### src/rtl/shared_or_arbiter.sv
// Round-robin arbiter feeding one shared WIDTH-bit OR unit into a single
// result register with valid/ready handshake and a consumed-result counter.

module shared_or_arbiter_lane #(
  parameter int IDW  = 2,
  parameter int LANE = 0
) (
  input  logic           gnt_en,
  input  logic [IDW-1:0] gnt_idx,
  output logic           ready
);
  assign ready = gnt_en && (gnt_idx == IDW'(LANE));
endmodule

module shared_or_arbiter #(
  parameter int N_REQ = 4,
  parameter int WIDTH = 2,
  localparam int IDW  = (N_REQ > 1) ? $clog2(N_REQ) : 1
) (
  input  logic                   CLK,
  input  logic                   ASYNCRESET,
  input  logic [N_REQ-1:0]       req_valid,
  input  logic [N_REQ*WIDTH-1:0] req_a,
  input  logic [N_REQ*WIDTH-1:0] req_b,
  output logic [N_REQ-1:0]       req_ready,
  output logic                   out_valid,
  input  logic                   out_ready,
  output logic [WIDTH-1:0]       out_or,
  output logic [WIDTH-1:0]       out_inv,
  output logic [IDW-1:0]         out_id,
  output logic [7:0]             done_count
);
  typedef enum logic {EMPTY = 1'b0, FULL = 1'b1} state_t;

  state_t                        state, state_nxt;
  logic [IDW-1:0]                last_grant, gnt_idx, hi_idx, lo_idx;
  logic                          hi_found, lo_found, gnt_en, slot_free, xfer;
  logic [N_REQ-1:0][WIDTH-1:0]   a_v, b_v;
  logic [WIDTH-1:0]              or_res;

  assign a_v       = req_a;
  assign b_v       = req_b;
  assign out_valid = (state == FULL);
  assign slot_free = !out_valid || out_ready;
  assign out_inv   = ~out_or;

  // Lowest requester above last_grant wins; otherwise wrap to the lowest overall.
  always_comb begin
    hi_found = 1'b0;
    lo_found = 1'b0;
    hi_idx   = '0;
    lo_idx   = '0;
    for (int i = 0; i < N_REQ; i++) begin
      if (req_valid[i]) begin
        if (i > int'(last_grant)) begin
          if (!hi_found) begin
            hi_found = 1'b1;
            hi_idx   = IDW'(i);
          end
        end else if (!lo_found) begin
          lo_found = 1'b1;
          lo_idx   = IDW'(i);
        end
      end
    end
  end

  assign gnt_idx = hi_found ? hi_idx : lo_idx;
  assign gnt_en  = !ASYNCRESET && slot_free && (hi_found || lo_found);

  genvar g;
  generate
    for (g = 0; g < N_REQ; g++) begin : g_lane
      shared_or_arbiter_lane #(.IDW(IDW), .LANE(g)) u_lane (
        .gnt_en  (gnt_en),
        .gnt_idx (gnt_idx),
        .ready   (req_ready[g])
      );
    end
  endgenerate

  assign xfer   = |(req_valid & req_ready);
  assign or_res = a_v[gnt_idx] | b_v[gnt_idx];

  always_comb begin
    state_nxt = state;
    case (state)
      EMPTY:   if (xfer) state_nxt = FULL;
      FULL:    if (out_ready && !xfer) state_nxt = EMPTY;
      default: state_nxt = EMPTY;
    endcase
  end

  always_ff @(posedge CLK or posedge ASYNCRESET) begin
    if (ASYNCRESET) state <= EMPTY;
    else            state <= state_nxt;
  end

  always_ff @(posedge CLK or posedge ASYNCRESET) begin
    if (ASYNCRESET) begin
      out_or     <= '0;
      out_id     <= '0;
      last_grant <= IDW'(N_REQ - 1);
      done_count <= '0;
    end else begin
      if (xfer) begin
        out_or     <= or_res;
        out_id     <= gnt_idx;
        last_grant <= gnt_idx;
      end
      if (out_valid && out_ready) done_count <= done_count + 8'd1;
    end
  end
endmodule

### config.mk
export PLATFORM = sky130hd
export DESIGN_NAME = shared_or_arbiter
export DESIGN_NICKNAME = d
export VERILOG_FILES = /design/src/rtl/shared_or_arbiter.sv
export SDC_FILE = /design/constraint.sdc
export NUM_CORES = 1
export LEC_CHECK = 0
export ABC_AREA = 1
export BUFFER_PORTS_ARGS = -buffer_cell sky130_fd_sc_hd__buf_2
export CAP_MARGIN = 25
export CORE_UTILIZATION = 40
export CTS_BUF_LIST = sky130_fd_sc_hd__clkbuf_16
export DETAILED_ROUTE_END_ITERATION = 10
export GPL_ROUTABILITY_DRIVEN = 1
export PLACE_DENSITY_LB_ADDON = 0.15
export SETUP_SLACK_MARGIN = 0.4
export SLEW_MARGIN = 25
export SYNTH_ARGS = -nofsm -noshare
export SYNTH_HDL_FRONTEND = slang
export SYNTH_SLANG_ARGS = --single-unit
### constraint.sdc
create_clock -name CLK -period 2.1 [get_ports CLK]
set_input_delay 0.315 -clock CLK [delete_from_list [all_inputs] [get_ports CLK]]
set_output_delay 0.315 -clock CLK [all_outputs]
set_load 0.005 [all_outputs]
==> flow_metrics.tcl <==
set metrics [dict create \
    status "complete, no violations" \
    place.gp.congestion 0.8374 \
    setup-violations-final 0 \
    p_leak_nw 0.7748 \
    place_inst 181 \
    fin_area_um2 1413 \
    die_w_um 50.24 \
    cp_data_required_time_ps 1780 \
    finClkSkew_ps 1.256 \
    first_global_vias 873 \
    fillers 194 \
    numCtsBuffers 3 \
    synthesis.nets 139 \
    ys_types 23 \
    end_kind "output pin" \
    initial_core_util_pct 42.08 \
    crit_path_cell_trace "inv_2 -> nand2_4 -> nor2_2 -> nor2_4 -> nand3_2 -> nand2_4 -> inv_4 -> nor3_4 -> buf_2" \
    viasPerCell 4.715 \
    syn_to_final_growth_pct 51.75 \
    wl_um 2282 \
    cts_sinks 15 \
    layout_commonest_cell "buf_2" \
    grt_overflow 0 \
    cts_tree "done" \
    drt_iter0_markers 6 \
    final_nets 197 \
    avgSynthCellArea_um2 8.095 \
    finalSetupTns_ps 0 \
    grt_pass1_wl_um 3525 \
    die_area_um2 2524 \
    final_cell_mix "buf_2, nand2_1, buf_4, dfrtp_1, inv_1" \
    slowest_stage "dfstp_2" \
    hold_violations 0 \
    dr.pass1.iters 4 \
    max_stage_delay_ps 560 \
    path_class "flip-flop to output pin" \
    max_freq_mhz 485.7 \
    drv_cap 0 \
    syn_inst 115 \
    dpl_cell_area_um2 1149 \
    clk_latency_ps 240 \
    slew_headroom_pct 79.93 \
    io_buffer_count 41 \
    h-tree-depth 1 \
    wl_per_cell_um 11.41 \
    crit_fanout 4 \
    multi_input_area_um2 531.8 \
    die_h_um 50.24 \
    worst_slew_pin_slew_ps 298.8 \
    grt_max_degree 16 \
    vias 943 \
    antenna_found_initial 0 \
    synth_area_um2 930.9 \
    layout-drive-gt1-share_pct 55.81 \
    worst_slack_ps 41.27 \
    worst_setup_path_start_kind "flip-flop" \
    cpMostUsedCell "nand2_4" \
    slew_viol_final 0 \
    cts_root_buf "clkbuf_16" \
    min_period_over_period_pct 98.03 \
    ys_seq_elements 15 \
    cp.arrival_ps 1740 \
    vdd_drop_max_mv 0.8017 \
    rsz0062_at_grt "yes" \
    ios 42 \
    period_needed_ps 2059 \
    num_antenna_cells 0 \
    drc 0 \
    yosys_warnings 0 \
    path_clk_slew_ps 50 \
    hp-class "primary input to asynchronous set/reset pin" \
    cts_max_path_buffers 2 \
    track_usage_pct 18.37 \
    rows 17 \
    register_area_um2 377.9 \
    core_um2 2212 \
    final_antenna_net_count 0 \
    hpwl_um 1516 \
    finalPower_mw 1.836 \
    powerDensity_nw_per_um2 1300 \
    yosysSeqAreaShare_pct 40.59 \
    stdcell_count 200 \
    post-place-ws_ps 293.4 \
]
## state kept, by name, indices dropped and copies added (netlist names)
name / flops
done_count: 8
last_grant: 2
out_id: 2
out_or: 2
out_valid: 1
## layout make-up
type	count	area share (%)
multi-input cells	81	37.64
clock inverters	1	0.2657
clock buffers	3	5.314
inverters	16	4.783
repair buffers	56	22.76
flip-flops and latches	15	26.75
well taps	28	2.480
## where the power goes
| group | internal [mW] | total (mW) | switching, mW |
|---|---|---|---|
| clock | 0.251 | 0.357 | 0.106 |
| sequential | 0.427 | 0.534 | 0.107 |
| combinational | 0.442 | 0.945 | 0.503 |
| total | 1.12 | 1.84 | 0.715 |
## critical path, delay by kind of cell, from the launching register on
family	cells	cell delay (ps)
buffers and inverters	3	260
AND/OR/NAND/NOR	6	680
flip-flops	1	560
## what timing repair did
action,in CTS,in global routing
setup endpoints to repair,4,10
setup buffers,10,4
pin swaps,9,4
gates resized for setup,8,10
hold buffers,0,0
gates cloned,0,1
endpoints found under the hold margin,0,0
## metal layers
layer / vias to the layer above / wire length [µm] / track usage (%)
li1: 473 / - / -
met1: 431 / 948 / 21.32
met2: 35 / 1204 / 33.33
met3: 4 / 88 / 1.818
met4: 0 / 40 / 8.571
met5: - / 0 / 0
## cells by family after synthesis
group                      Yosys count  share of synthesized area [%]
AOI/OAI and AO/OA                    8                          4.436
muxes                                1                          1.210
adders and majority gates            1                          1.344
DFF                                 15                          40.59
and+or+nand+nor                     63                          36.16
xor gates and xnor gates             7                          6.586
buffers and inverters               20                          9.677
## final timing paths
check	from	end	slack, ps	cells past startpoint
max	last_grant[1]	req_ready[3]	40	9
min	ASYNCRESET	done_count[7]	250	3
max reg2reg	last_grant[1]	out_or[0]	180	11
min reg2reg	out_id[0]	out_id[0]	480	2
max in group asynchronous	ASYNCRESET	last_grant[0]	1610	3
min in group CLK	out_ready	done_count[0]	440	3
## stage by stage
step	hold WS (ps)	util, %
global route	285.3	63.86
CTS	185.6	60.35
global placement	398.4	51.92
detailed placement	405.2	51.92
floorplan	230.6	-
finish	254.9	63.86
## Yosys cell counts, drive strengths merged
master	count	share of area, %
mux2	1	1.2
xor2	6	5.6
a21oi	1	0.54
o21ai	6	3.2
buf	4	3.2
or2	8	5.4
nand2	31	15
inv	16	6.5
ha	1	1.3
dfrtp	13	35
dfstp	2	5.6
a31oi	1	0.67
nor2	5	3.4
xnor2	1	0.94
nand4	1	0.67
nor3	6	3.2
nand3	12	8.1
(Power assumes the default switching activity.)
